==> src/rtl/rf_write_arbiter.sv <==
// Register-file write-port arbiter between the writeback stage and a 2-entry
// buffer of multi-cycle results, with age-forced draining and a pending scoreboard.
//
// state | meaning
// PIPE  | writeback has priority; buffered results use idle write slots
// DRAIN | buffer head owns the write port until empty or two entries retired
module rf_write_arbiter #(
   parameter int AGE_LIMIT = 4
) (
   input  logic        clk,
   input  logic        rst,
   input  logic        wb_valid,
   input  logic [3:0]  wb_addr,
   input  logic [15:0] wb_data,
   output logic        wb_stall,
   input  logic        mc_issue,
   input  logic [3:0]  mc_issue_addr,
   input  logic        mc_valid,
   input  logic [3:0]  mc_addr,
   input  logic [15:0] mc_data,
   output logic        mc_ready,
   output logic        rf_we,
   output logic [3:0]  rf_waddr,
   output logic [15:0] rf_wdata,
   output logic [15:0] pending
);

   localparam logic [3:0] AGE_MAX = 4'(AGE_LIMIT);

   typedef enum logic {
      PIPE  = 1'b0,
      DRAIN = 1'b1
   } state_t;

   typedef enum logic [1:0] {
      SRC_NONE = 2'd0,
      SRC_WB   = 2'd1,
      SRC_FIFO = 2'd2
   } src_t;

   state_t      state, state_nxt;
   src_t        grant;
   logic        drain_pops, drain_pops_nxt;

   logic [3:0]  fifo_addr [2];
   logic [15:0] fifo_data [2];
   logic        head, head_nxt;
   logic [1:0]  count, count_nxt;
   logic        wr_idx;
   logic        push, pop;
   logic [3:0]  age, age_nxt;

   logic        rf_from_fifo;
   logic [15:0] pending_nxt;

   // Buffer admission looks at occupancy only, never at a same-cycle pop.
   assign mc_ready = !rst && (count != 2'd2);
   assign push     = mc_valid && mc_ready;

   always_comb begin
      grant = SRC_NONE;
      if (!rst) begin
         if (state == DRAIN && count != 2'd0)
            grant = SRC_FIFO;
         else if (wb_valid)
            grant = SRC_WB;
         else if (count != 2'd0)
            grant = SRC_FIFO;
      end
   end

   assign pop      = (grant == SRC_FIFO);
   assign wb_stall = wb_valid && (grant != SRC_WB);

   // New entry lands behind the head; with a simultaneous pop at one entry it becomes the head.
   assign wr_idx   = count[0] ? ~head : head;
   assign head_nxt = pop ? ~head : head;

   always_comb begin
      count_nxt = count;
      case ({push, pop})
         2'b10:   count_nxt = count + 2'd1;
         2'b01:   count_nxt = count - 2'd1;
         default: count_nxt = count;
      endcase
   end

   always_comb begin
      age_nxt = age;
      if (pop || count_nxt == 2'd0)
         age_nxt = 4'd0;
      else if (age != AGE_MAX)
         age_nxt = age + 4'd1;
   end

   always_comb begin
      state_nxt      = state;
      drain_pops_nxt = drain_pops;
      case (state)
         PIPE: begin
            if (count == 2'd2 || age == AGE_MAX) begin
               state_nxt      = DRAIN;
               drain_pops_nxt = 1'b0;
            end
         end
         DRAIN: begin
            if (count_nxt == 2'd0 || (pop && drain_pops)) begin
               state_nxt      = PIPE;
               drain_pops_nxt = 1'b0;
            end else if (pop) begin
               drain_pops_nxt = 1'b1;
            end
         end
         default: begin
            state_nxt      = PIPE;
            drain_pops_nxt = 1'b0;
         end
      endcase
   end

   // Set wins: a re-issue in the same cycle as the retiring write keeps the bit.
   always_comb begin
      pending_nxt = pending;
      if (rf_we && rf_from_fifo)
         pending_nxt[rf_waddr] = 1'b0;
      if (mc_issue)
         pending_nxt[mc_issue_addr] = 1'b1;
   end

   always_ff @(posedge clk) begin
      if (rst) begin
         state      <= PIPE;
         drain_pops <= 1'b0;
         head       <= 1'b0;
         count      <= 2'd0;
         age        <= 4'd0;
         pending    <= 16'h0000;
      end else begin
         state      <= state_nxt;
         drain_pops <= drain_pops_nxt;
         head       <= head_nxt;
         count      <= count_nxt;
         age        <= age_nxt;
         pending    <= pending_nxt;
      end
   end

   // Storage is unreset; occupancy alone decides what is valid.
   always_ff @(posedge clk) begin
      if (push) begin
         fifo_addr[wr_idx] <= mc_addr;
         fifo_data[wr_idx] <= mc_data;
      end
   end

   always_ff @(posedge clk) begin
      if (rst) begin
         rf_we        <= 1'b0;
         rf_waddr     <= 4'd0;
         rf_wdata     <= 16'h0000;
         rf_from_fifo <= 1'b0;
      end else begin
         rf_we        <= (grant != SRC_NONE);
         rf_from_fifo <= pop;
         if (grant == SRC_WB) begin
            rf_waddr <= wb_addr;
            rf_wdata <= wb_data;
         end else if (grant == SRC_FIFO) begin
            rf_waddr <= fifo_addr[head];
            rf_wdata <= fifo_data[head];
         end
      end
   end

endmodule

==> config.mk <==
export PLATFORM = sky130hd
export DESIGN_NAME = rf_write_arbiter
export DESIGN_NICKNAME = d
export VERILOG_FILES = /design/src/rtl/rf_write_arbiter.sv
export SDC_FILE = /design/constraint.sdc
export NUM_CORES = 1
export LEC_CHECK = 0
export ABC_AREA = 1
export ABC_CLOCK_PERIOD_IN_PS = 2800
export BUFFER_PORTS_ARGS = -buffer_cell sky130_fd_sc_hd__buf_2
export CAP_MARGIN = 25
export CORE_UTILIZATION = 50
export DETAILED_ROUTE_END_ITERATION = 7
export PLACE_DENSITY = 0.75
export SLEW_MARGIN = 10
export SYNTH_ARGS = -nofsm -noshare
export SYNTH_HDL_FRONTEND = slang
export SYNTH_SLANG_ARGS = --single-unit
==> constraint.sdc <==
create_clock -name clk -period 2.8 [get_ports clk]
set_clock_uncertainty 0.2 [all_clocks]
set_input_delay 0.28 -clock clk [delete_from_list [all_inputs] [get_ports clk]]
set_output_delay 0.28 -clock clk [all_outputs]
set_load 0.02 [all_outputs]
# After elaboration in Yosys (flattened, before gate mapping)
# Memories as Yosys holds them, arrays and structs flattened. A register that Yosys moved wholly into a read port is not among the register bits.
# Index checks and enable logic that the tools add are counted.
totals:
  mem_count: 2
  input_bits: 49
  ram_bits: 40
  reg_bits: 47
mem_list:
  columns: ["memory", "depth", "width", "rd", "rd_ports_with_merged_regs", "write_ports", "line_no", "source"]
  rows:
  - ["fifo_data", 2, 16, 1, 1, 1, "46", "logic [15:0] fifo_data [2];"]
  - ["fifo_addr", 2, 4, 1, 1, 1, "45", "logic [3:0] fifo_addr [2];"]
op_classes:
  n_eq_ne: 11
  mux: 29
  bitwise_logic: 5
  order_cmp: 4
  n_addsub: 3
  n_reduce_logical: 18
ops:
  columns: ["operator", "count"]
  rows:
  - ["16-bit 2-to-1 mux", 4]
  - ["16-bit AND", 1]
  - ["16-bit NOT", 1]
  - ["16-bit bitwise OR", 1]
  - ["1-bit 2-to-1 mux", 14]
  - ["4-bit by 5-bit less-than comparator with 1-bit output, second input constant", 2]
  - ["1-bit demux with 4-bit select", 2]
  - ["4-bit by 1-bit >= comparator with 1-bit output, second input constant", 2]
  - ["1-bit logical AND", 8]
  - ["2-bit 2-to-1 mux", 4]
  - ["4-bit 2-to-1 mux", 2]
  - ["2-bit equality test, second input constant", 3]
  - ["2-bit nonzero test", 3]
  - ["4-bit by 1-bit adder with 4-bit output, second input constant", 1]
  - ["2-bit by 1-bit equality test with 1-bit output, second input constant", 2]
  - ["4-bit by 3-bit equality test with 1-bit output, second input constant", 1]
  - ["2-bit inequality test, second input constant", 2]
  - ["4-bit by 3-bit inequality test with 1-bit output, second input constant", 1]
  - ["1-bit case mux with 2 select lines", 2]
  - ["2-bit case mux with 2 select lines", 1]
  - ["1-bit logical OR", 3]
  - ["3-bit by 1-bit inequality test with 1-bit output, second input constant", 1]
  - ["2-bit by 1-bit adder with 2-bit output, second input constant", 1]
  - ["2-bit zero test", 1]
  - ["6 further kinds", 7]

# Longest topological paths before layout
# Gate-level depths: netlist of the first run.
logic_depth:
  depth_word: 12
  ltp_mapped: 15

# Worst setup path after synthesis of the first run
# Ideal clock, no wire load.
synth_path:
  path_type: "register -> register"
  startpoint: "register count[0]"
  endpoint: "memory fifo_addr[0][0] (enable)"
  path_slack_ps: 304
  path_buffers: 0
  arrival_ps: 1899
  stages_incl_launch_ff: 5
  period_less_slack_ps: 2496
  t_required_ps: 2203
  cell_sequence: "dfxtp_1 inv_2 a21oi_1 nand2_1 nor2_1"
synth_via:
  elab_chain_len: 5
synth_rtl:
  columns: ["item", "line_no", "source"]
  rows:
  - ["start, declared", "48", "logic [1:0] count, count_nxt;"]
  - ["start signal, assigned", "142", "count <= count_nxt;"]
  - ["2-bit inequality test", "57", "assign mc_ready = !rst && (count != 2'd2);"]
  - ["1-bit logical AND", "57", null]
  - ["named net mc_ready", "21", "output logic mc_ready,"]
  - ["1-bit logical AND", "58", "assign push = mc_valid && mc_ready;"]
  - ["1-bit 2-to-1 mux", "150", "if (push) begin"]
  - ["1-bit 2-to-1 mux (not written as such)", "151", "fifo_addr[wr_idx] <= mc_addr;"]
  - ["end, declared", "45", null]
# The timed path passes the listed nets, and every way through them passes these cells.

# Final worst setup path of the first run
layout_path:
  startpoint: "input rst"
  endpoint: "register drain_pops"
layout_rtl:
  columns: ["item", "line_no", "source"]
  rows:
  - ["start, declared", "11", "input logic rst,"]
  - ["2-bit 2-to-1 mux (*)", "62", "if (!rst) begin"]
  - ["2-bit equality test (*)", "72", "assign pop = (grant == SRC_FIFO);"]
  - ["named net pop", "50", "logic push, pop;"]
  - ["2-bit by 1-bit equality test with 1-bit output / 2-bit equality test (equally long branches)", "81", "case ({push, pop})"]
  - ["2-bit case mux with 2 select lines", "81", null]
  - ["2-bit zero test", "107", "if (count_nxt == 2'd0 || (pop && drain_pops)) begin"]
  - ["1-bit logical OR", "107", null]
  - ["1-bit 2-to-1 mux / 3-bit by 1-bit inequality test with 1-bit output (equally long branches)", null, null]
  - ["1-bit case mux with 2 select lines / 2-bit AND reduction (equally long branches)", null, null]
  - ["end signal, assigned", "140", "drain_pops <= drain_pops_nxt;"]
  - ["end, declared", "43", "logic drain_pops, drain_pops_nxt;"]
# Mark *: on every way through the listed nets, which the timed path passes. The rest lies on a longest branch.
# A chain may end at the register's enable or synchronous reset.

==> results of run 1 <==
## layout by cell type, fill, tap and decap left out, drive strengths merged, types with 3 or more instances in the layout
master / n
a21oi: 25
a31oi: 20
buf: 94
clkbuf: 11
dfxtp: 48
dlygate4sd3: 33
edfxtp: 40
ha: 6
inv: 45
nand2: 73
nand3: 17
nor2: 23
nor3: 3
o211ai: 20
o21ai: 36
xnor2: 3
## flip-flops by register name (all words and copies together) (netlist names), 2 cells and up, named ones only
register,count
age,4
count,2
fifo_data,32
fifo_addr,8
pending,16
rf_waddr,4
rf_wdata,16
## power breakdown
part	switching (mW)	leakage [nW]	total (mW)	internal, mW
sequential	0.0444	0.759	1.48	1.43
clock	0.445	0.0937	0.859	0.414
combinational	0.267	1.09	0.437	0.170
total	0.757	1.94	2.77	2.02
## metrics by stage
| stage | instances | cell area, sq um |
|---|---|---|
| 3_5_place_dp | 553 | 4140 |
| 2_1_floorplan | 381 | 3580 |
| 6_report | 602 | 4660 |
| 3_3_place_gp | 553 | 4140 |
| 5_1_grt | 602 | 4660 |
| 4_1_cts | 601 | 4650 |
## how the worst min path moves through the flow
stage	start	endpoint	slack, ps
global placement	pending[9]	pending[9]	260
CTS	wb_addr[1]	rf_waddr[1]	0.4
detailed placement	pending[4]	pending[4]	260
global route	wb_addr[1]	rf_waddr[1]	4
floorplan	mc_addr[0]	fifo_addr[0][0]	180
finish	wb_addr[1]	rf_waddr[1]	0.5
## layer usage
layer	vias up	track usage	wire, um
li1	1541	-	-
met3	11	0.0371	367
met4	0	0.0970	125
met1	1433	0.279	3450
met5	-	0	0
met2	83	0.434	4260
## cell families (layout without fill, tap and decap cells)
family          count (synthesis)  after routing
xor+xnor                        4              4
flops                          88             88
fa+ha+maj                       6              6
compound gates                101            101
buf+inv                        62            187
simple gates                  120            120
## worst max-delay path: cells and delay by family
kind / cells / cell delay [ps]
adders and majority gates: 2 / 640
xor gates and xnor gates: 1 / 260
and+or+nand+nor: 6 / 640
buffers and inverters: 3 / 800
## synthesized netlist by cell type
library cell	n	area share
inv_2	1	0.0010
buf_2	2	0.0028
nand3b_1	1	0.0021
ha_1	6	0.021
or2_2	2	0.0035
nand2_1	73	0.076
xnor2_1	3	0.0073
nor3_1	3	0.0042
dfxtp_1	48	0.27
xor2_1	1	0.0024
nand3_2	2	0.0056
edfxtp_1	40	0.34
buf_1	3	0.0031
a21oi_1	25	0.035
inv_1	43	0.045
nand3_1	15	0.021
o211ai_1	20	0.042
nor2_1	23	0.024
nand4_1	1	0.0017
a31oi_1	20	0.035
clkbuf_1	13	0.014
o21ai_0	36	0.050
## layout make-up
type                            instances  area share
Sequential cell                        88       0.464
Clock inverter                          5      0.0121
Timing Repair Buffer                  127       0.178
Inverter                               44      0.0354
Clock buffer                           11      0.0282
Multi-Input combinational cell        231       0.257
Tap cell                               96      0.0258
## repair_timing
action,4_1_cts,5_1_grt
setup endpoints to repair,0,4
hold buffers,32,1
gates resized for setup,0,1
hold endpoints to repair,54,1
==> reports/results.tsv, run 1 <==
stage	metric	value	unit
status	status	finished clean	
placement	portBuffers	87	
sta	period_minus_slack	2590	ps
routing	final_antenna_net_count	0	
run	max_cap_violations	0	
synthesis	yosysSeqAreaShare	0.603	
sta	finalSetupTns	0	ps
clock_network	cts-root-buf	clkbuf_8	
layout	finalNetCount	556	
setup_path	endpoint	drain_pops	
synthesis	synth.area.mux_share	0	
layout	syn_to_final_growth	30.1	%
layout	antennaDiodeCount	0	
layout	register_area	0.00216	sq mm
routing	drt-wirelength-per-cell	13.6	um
synthesis	synth_top_family_by_area	compound AO/OA/AOI/OAI gates	
floorplanning	rows	30	
clock_network	cts_tree	built	
sta	setup_viol	0	
setup_path	slowest_delay	540	ps
synthesis	netlist_area	0.00358	sq mm
floorplanning	initial_utilization	0.522	
clock_network	cts_buffers	9	
synthesis	yosys.area_share.simple	0.139	
routing	drt_first_pass_iters	4	
routing	via_per_inst	5.10	
sta	fmax	386	MHz
clock_network	clkSinkCount	88	
power_and_ir_drop	cellLeakagePower	1.94	nW
sta	rsz0062_at_grt	no	
floorplanning	fp.dieH	86.7	um
setup_path	endpoint_kind	register	
placement	gp_congestion	0.854	
floorplanning	core	0.00687	sq mm
routing	vias	3068	
synthesis	synth_fa_ha_area_frac	0.0209	
synthesis	yosysWarningCount	0	
setup_path	slowest_stage	dlygate4sd3_1	
setup_path	crit_path_start_kind	input port	
global_route	antenna_found_initial	0	
setup_path	path_cells	dlygate4sd3_1, buf_2, nor3_2, inv_1, ha_1, ha_1, xor2_1, nand3_2, nand2_1, nand3_1, nand2_1, nor2_1	
sta	drv_slew	0	
clock_network	htreeDepth	3	
synthesis	synth-compound-area-share	0.162	
setup_path	r2r_slack	300	ps
setup_path	criticalPathCategory	input port to register	
setup_path	path_max_fanout	7	
synthesis	synth.distinct_cells	22	
synthesis	avgSynthCellArea	9.41	sq um
placement	pre_cts_ws	251	ps
global_route	grt_max_degree	41	
setup_path	crit_path_start	rst	
clock_network	insertion_delay	350	ps
clock_network	clk_pin_slew	90	ps
sta	whs	0.548	ps
clock_network	cts_buffer_depth	2	
power_and_ir_drop	powerDensity	595	mW/mm^2
global_route	track_usage	0.238	
layout	fillers	539	
min_path	hold_class	input port to register	
routing	detail_route.drc_violations	0	
clock_network	post_cts_buffers	0	
synthesis	synth_xor_area_frac	0.00977	
power_and_ir_drop	p_total	2.77	mW
floorplanning	dieArea	0.00751	sq mm
placement	hpwl	5.35	mm
sta	worstMarginPinSlew	672	ps
floorplanning	num_io_pins	88	
sta	finalHoldViolCount	0	
layout	multi_input_area	0.00120	sq mm
power_and_ir_drop	ir_worst_vdd	0.000343	V
sta	fin_ws	208	ps
setup_path	crit_required	2850	ps
setup_path	r2r-end	drain_pops	
routing	drtIter0Drc	131	
setup_path	r2r_start	count[0]	
synthesis	synthCells	381	
min_path	min_path_cells	3	
sta	slew_headroom	0.551	
floorplanning	fp.dieW	86.7	um
layout	drive_gt1_frac	0.229	
setup_path	reg2reg_depth	12	
layout	final_util	0.679	
global_route	overflow	0	
global_route	grt_pass1_vias	3107	
setup_path	cp.arrival	2640	ps
synthesis	syn-num-nets	436	
routing	drt-total-wl	8.21	mm
global_route	grt_pass1_wl	13.7	mm
sta	finalCritPeriodShare	0.926	
synthesis	yosys_register_bits	88	
Power figures use the tool's default switching activity.
==> inputs of run 2 (changes only) <==
ABC_AREA = not set   (was 1)
PLACE_DENSITY = 0.74   (was 0.75)
==> run 2 against run 1 <==
Power shrank 4.9%. Final cell count fell by 9.6%. Register-to-register slack lost 50 ps. Global-route usage down 2.7 points. Via count shrank 10%. Die area is 0.52% higher. Combinational power shrank 9.2%. Sequential power about the same. Maximum frequency rose by 1.6%. Non-clock buffer count decreased by 12.
==> reports/results.tsv, run 2 <==
stage	metric	value	unit	change
min_path	hold_class	input port to register		
layout	max_flop_register	fifo_data		
clock_network	cts_tree	built		
synthesis	avgSynthCellArea	10.9	sq um	+16%
synthesis	synth_ff_type	dfxtp_1		
routing	route.met3.wl	354	um	-3.5%
floorplanning	fp.dieW	86.9	um	+0.26%
setup_path	endpoint_kind	register		
setup_path	critPathBufInv	1		-2
placement	place_inst	508		-8.1%
floorplanning	initial_utilization	0.525		+0.00273
sta	slew_headroom	0.668		+0.117
clock_network	clkSinkCount	88		unchanged
synthesis	synth_fa_ha_area_frac	0.0208		-0.000109
synthesis	netlist_area	0.00360	sq mm	+0.52%
layout	final_cell_mix	buf_2 (87), dfxtp_1 (46), mux2i_1 (41)		
setup_path	crit_required	2840	ps	about the same
layout	instances_no_fill	544		-9.6%
synthesis	synth.distinct_cells	31		+41%
power_and_ir_drop	powerDensity	578	mW/mm^2	-2.7%
synthesis	yosysWarningCount	0		unchanged
synthesis	yosys_register_bits	88		unchanged
setup_path	criticalPathCategory	register to register		
setup_path	endpoint	state		
global_route	antenna_found_initial	0		unchanged
layout	final_common_cell	buf_2		
placement	pre_cts_ws	116	ps	-135 ps
global_route	grt_pass1_wl	12.1	mm	-11%
synthesis	yosysSeqAreaShare	0.600		-0.00314
setup_path	slowest_stage	dfxtp_2		
synthesis	synth_xor_area_frac	0.0146		+0.00481
sta	period_minus_slack	2550	ps	-41.8 ps
power_and_ir_drop	p_total	2.64	mW	-4.9%
layout	syn_to_final_growth	26.5	%	
synthesis	yosys.cell_count.top_type	dfxtp_1		
setup_path	r2r_start	count[0]		
routing	final_antenna_net_count	0		unchanged
routing	detail_route.drc_violations	0		unchanged
routing	drt-total-wl	7.56	mm	-7.9%
clock_network	cts_buffer_depth	2		unchanged
layout	largest_reg_flops	32		unchanged
routing	drtIter0Drc	96		-27%
placement	hpwl	5.08	mm	-5.1%
power_and_ir_drop	cellLeakagePower	1.80	nW	-7.2%
clock_network	htreeDepth	3		unchanged
synthesis	syn-num-nets	386		-11%
global_route	grt_pass1_vias	2667		-14%
clock_network	clk_pin_slew	80	ps	about the same
synthesis	synth_top_area_cell	edfxtp_1		
layout	drive_gt1_frac	0.259		+0.0297
synthesis	synth_top_family_by_area	simple AND/OR/NAND/NOR gates		
floorplanning	num_io_pins	88		unchanged
clock_network	insertion_delay	350	ps	about the same
sta	finalCritPeriodShare	0.911		-0.0149
setup_path	crit_path_start	count[0]		
sta	rsz0062_at_grt	no		
clock_network	cts_buffers	9		unchanged
setup_path	r2r-end	state		
placement	portBuffers	87		unchanged
routing	wirelength_met1	3.28	mm	-4.8%
synthesis	yosys-top-cells-count	dfxtp_1 (48), mux2i_1 (41), edfxtp_1 (40), nand2_1 (40), o21ai_0 (39)		
synthesis	yosys.area_share.simple	0.140		+0.00171
setup_path	crit_family	simple AND/OR/NAND/NOR gates		
sta	fin_ws	250	ps	+41.8 ps
routing	via_per_inst	5.08		-0.41%
global_route	track_usage	0.211		-0.0274
setup_path	crit_path_start_kind	register		
setup_path	reg2reg_depth	9		-3
synthesis	yosys.area.top_type_share	0.333		-0.00175
sta	finalSetupTns	0	ps	unchanged
synthesis	synth-edff-count	40		unchanged
routing	wl_met2	3.87	mm	-9.1%
setup_path	path_cells	nor2_1, or3_1, inv_1, ha_1, ha_2, nor4bb_1, a2111oi_2, a2bb2oi_1, nor2_1		
min_path	min_path_cells	2		-1
routing	drt_first_pass_iters	4		unchanged
synthesis	synth.area.top_cells	edfxtp_1 (33%), dfxtp_1 (27%), mux2i_1 (11%)		
setup_path	slowest_delay	430	ps	-110 ps
sta	worstMarginPinSlew	496	ps	-176 ps
routing	drt-wirelength-per-cell	13.9	um	+1.9%
setup_path	r2r_slack	250	ps	-50 ps
floorplanning	fp.dieH	86.9	um	+0.26%
global_route	grt_max_degree	41		unchanged
synthesis	synthCells	331		-13%
setup_path	path_depth	9		-3
power_and_ir_drop	ir_worst_vdd	0.000419	V	+22%
synthesis	async_reset_ff_frac	0		unchanged
synthesis	synth.area.mux_share	0.114		+0.114
global_route	overflow	0		unchanged
sta	drv_slew	0		unchanged
layout	fillers	569		+5.6%
routing	dr.max_layer_used	met4		
floorplanning	rows	30		unchanged
setup_path	path_max_fanout	9		+2
placement	gp_congestion	0.774		-9.4%
setup_path	cpMostUsedCell	nor2_1		
floorplanning	dieArea	0.00755	sq mm	+0.52%
sta	setup_viol	0		unchanged
clock_network	cts-root-buf	clkbuf_8		
clock_network	post_cts_buffers	0		unchanged
setup_path	cp.arrival	2590	ps	-50 ps
synthesis	synth-compound-area-share	0.0896		-0.0724
layout	top_regs	fifo_data (32), pending (16), rf_wdata (16)		
status	status	finished clean		
run	max_cap_violations	0		unchanged
sta	fmax	392	MHz	+1.6%
layout	multi_input_area	0.00137	sq mm	+15%
sta	finalHoldViolCount	0		unchanged
layout	finalNetCount	498		-10%
floorplanning	core	0.00687	sq mm	unchanged
layout	antennaDiodeCount	0		unchanged
layout	register_area	0.00216	sq mm	+0.12%
routing	vias	2761		-10%
-- run 2: cell types whose count changed in the layout (fill, tap and decap cells not counted), sizes merged, moves of 6 or more --
cell and delta:
a21oi -7, a31oi -19, dlygate4sd3 -13, inv -40, mux2i +41, nand2 -33
nand3 -10, nor2 +14, nor2b +6, o211ai -19
-- run 2: report_power, final --
group	leakage, nW	total, mW	switching, mW	internal (mW)
registers	0.759	1.46	0.0426	1.42
logic	0.964	0.397	0.225	0.172
clock network	0.0824	0.775	0.449	0.326
-- run 2: worst min-delay path by stage --
| stage | startpoint | endpoint | slack (ps) |
|---|---|---|---|
| 2_1_floorplan | mc_addr[0] | fifo_addr[0][0] | 180 |
| 3_3_place_gp | pending[8] | pending[8] | 260 |
| 3_5_place_dp | pending[1] | pending[1] | 270 |
| 4_1_cts | rst | count[1] | 3 |
| 5_1_grt | rst | count[1] | 8 |
| 6_report | rst | count[1] | 2 |
-- run 2: per-stage QoR --
step,hold WS [ps],utilization,cell area (sq um)
floorplan,179,-,3600
global placement,259,0.608,4180
detailed placement,266,0.608,4180
CTS,3.13,0.663,4550
global route,7.69,0.663,4560
finish,1.68,0.663,4560
-- run 2: cells by family after synthesis --
logic type | count (synthesis)
mux | 41
simple gates | 110
compound gates | 61
xor+xnor | 6
flops | 88
fa+ha+maj | 6
buf+inv | 19
-- run 2: timing repair --
action,CTS,global route
endpoints found under the hold margin,40,0
hold buffers,20,0
endpoints found under the setup margin,0,2
resized for setup,0,3
-- run 2: cell type report --
cell class              count  share of cell area
clock buffers              10              0.0280
clock inverters             6              0.0102
inverters                   5             0.00412
multi-input cells         224               0.301
flip-flops and latches     88               0.475
well taps                  96              0.0264
repair buffers            115               0.155
-- run 2: routing by layer --
metal  track usage  up-vias
li1              -     1394
met5             0        -
met3        0.0550        4
met1         0.255     1296
met4        0.0667        0
met2         0.367       67
==> inputs of run 3 (changes only) <==
ABC_CLOCK_PERIOD_IN_PS = 2900   (was 2800)
clock period = 2.9 ns   (was 2.8 ns; I/O delays follow)
==> run 3 against run 2 <==
Register-to-register slack improved by 60 ps. Core utilization increased by 0.26 points. Global-route usage increased by 0.80 points. Via count increased by 1.0%. Sequential share of layout area decreased by 0.21 points.
==> reports/results.tsv, run 3 (same netlist as run 2, synthesis figures left out) <==
stage	metric	value	unit	change
layout	multi_input_area	0.00137	sq mm	unchanged
routing	drt_first_pass_iters	4		unchanged
placement	hpwl	5.08	mm	about the same
routing	detail_route.drc_violations	0		unchanged
floorplanning	rows	30		unchanged
global_route	grt_max_degree	41		unchanged
layout	final_cell_mix	buf_2 (87), dfxtp_1 (47), mux2i_1 (41)		
global_route	met3_usage	0.0379		-0.0171
global_route	grt_pass1_vias	2705		+1.4%
placement	pre_cts_ws	167	ps	+51.4 ps
layout	max_flop_register	fifo_data		
power_and_ir_drop	cellLeakagePower	1.82	nW	+0.75%
power_and_ir_drop	powerDensity	583	mW/mm^2	+0.75%
setup_path	r2r_slack	310	ps	+60 ps
layout	largest_reg_flops	32		unchanged
routing	drt-wirelength-per-cell	14.2	um	+2.2%
placement	portBuffers	87		unchanged
global_route	track_usage	0.219		+0.00799
placement	placed_cell_area	0.00417	sq mm	-0.30%
global_route	grt_use_met1	0.267		+0.0123
clock_network	htreeDepth	3		unchanged
setup_path	crit_required	2990	ps	+150 ps
clock_network	cts_buffers	9		unchanged
routing	drtIter0Drc	101		+5.2%
routing	drt-total-wl	7.73	mm	+2.2%
setup_path	path_max_fanout	8		-1
clock_network	post_cts_buffers	0		unchanged
floorplanning	fp.dieH	86.9	um	unchanged
setup_path	crit_path_start_kind	register		
min_path	hold_class	input port to register		
setup_path	cp.arrival	2680	ps	+90 ps
global_route	antenna_found_initial	0		unchanged
floorplanning	fp.dieW	86.9	um	unchanged
sta	fin_ws	306	ps	+56.5 ps
sta	slew_headroom	0.672		+0.00314
clock_network	cts_buffer_depth	2		unchanged
global_route	overflow	0		unchanged
setup_path	reg2reg_depth	8		-1
layout	top_regs	fifo_data (32), pending (16), rf_wdata (16)		
layout	register_area	0.00216	sq mm	about the same
status	status	finished clean		
routing	final_antenna_net_count	0		unchanged
setup_path	crit_path_start	count[1]		
routing	vias	2789		+1.0%
placement	place_inst	508		unchanged
global_route	met2_usage	0.381		+0.0136
routing	via_per_inst	5.13		+1.0%
sta	whs	34.8	ps	+33.1 ps
floorplanning	core	0.00687	sq mm	unchanged
sta	finalCritPeriodShare	0.894		-0.0164
layout	final_util	0.666		+0.00255
clock_network	insertion_delay	360	ps	about the same
floorplanning	initial_utilization	0.525		unchanged
global_route	grt_pass1_wl	12.6	mm	+3.5%
sta	fmax	386	MHz	-1.7%
layout	fillers	570		+0.18%
floorplanning	num_io_pins	88		unchanged
layout	syn_to_final_growth	26.9	%	
clock_network	cts-root-buf	clkbuf_8		
sta	finalSetupTns	0	ps	unchanged
setup_path	endpoint_kind	register		
clock_network	cts_tree	built		
layout	postLayoutCellArea	0.00457	sq mm	+0.38%
global_route	grt_busiest_layer	met2		
floorplanning	dieArea	0.00755	sq mm	unchanged
setup_path	criticalPathCategory	register to register		
placement	gp_congestion	0.847		+9.4%
setup_path	r2r_start	count[1]		
power_and_ir_drop	p_total	2.67	mW	+1.1%
sta	worstMarginPinSlew	491	ps	-4.71 ps
layout	finalNetCount	498		unchanged
run	max_cap_violations	0		unchanged
setup_path	r2r-end	drain_pops		
setup_path	endpoint	drain_pops		
clock_network	clkSinkCount	88		unchanged
layout	antennaDiodeCount	0		unchanged
power_and_ir_drop	ir_worst_vdd	0.000441	V	+5.1%
layout	final_common_cell	buf_2		
layout	drive_gt1_frac	0.257		-0.00223
clock_network	clk_pin_slew	90	ps	about the same
sta	drv_slew	0		unchanged
sta	rsz0062_at_grt	no		
sta	period_minus_slack	2590	ps	+43.5 ps
sta	finalHoldViolCount	0		unchanged
sta	setup_viol	0		unchanged
layout	instances_no_fill	544		unchanged
==> run 3: cell count changes in the layout (fill, tap and decap cells not counted), sizes merged <==
| cell | change |
|---|---|
| bufinv | +1 |
| clkinvlp | -1 |
| clkinv | -2 |
| clkbuf | +1 |
| inv | +1 |
==> run 3: power breakdown <==
group | total [mW] | switching [mW] | leakage [nW] | internal, mW
combinational | 0.377 | 0.216 | 0.960 | 0.162
sequential | 1.42 | 0.0434 | 0.758 | 1.37
clock | 0.873 | 0.445 | 0.100 | 0.428
==> run 3: repair_timing <==
| action | 4_1_cts | 5_1_grt |
|---|---|---|
| hold endpoints to repair | 40 | 0 |
| endpoints found under the setup margin | 0 | 2 |
| hold buffers | 20 | 0 |
| resized for setup | 0 | 2 |
==> run 3: worst min-delay path by stage <==
stage	end	start	cells after the start	slack, ps
2_1_floorplan	fifo_addr[0][0]	mc_addr[0]	0	190
3_5_place_dp	pending[3]	pending[3]	2	270
4_1_cts	pending[15]	mc_issue_addr[1]	3	30
6_report	pending[15]	mc_issue_addr[1]	3	30
3_3_place_gp	pending[7]	pending[7]	2	260
5_1_grt	pending[15]	mc_issue_addr[1]	3	50
==> run 3: area by class of cell <==
cell class | count | area share
clock buffer | 11 | 0.0309
clock inverter | 5 | 0.0139
inverter | 5 | 0.00410
multi-input combinational | 224 | 0.300
sequential | 88 | 0.473
tap | 96 | 0.0263
timing repair buffer | 115 | 0.152
==> run 3: critical path: stages (launching register included) <==
cell and delay [ps]:
dfxtp_1 460, nor2_1 130, or3_1 410, inv_1 80, ha_1 180, ha_2 340
a2111oi_2 430, nand3b_1 130, a31oi_1 160
==> run 3: per-layer routing <==
layer,wire length [um],part of all wire
met5,0,0
met2,3950,0.51
met1,3370,0.44
met3,289,0.037
met4,124,0.016
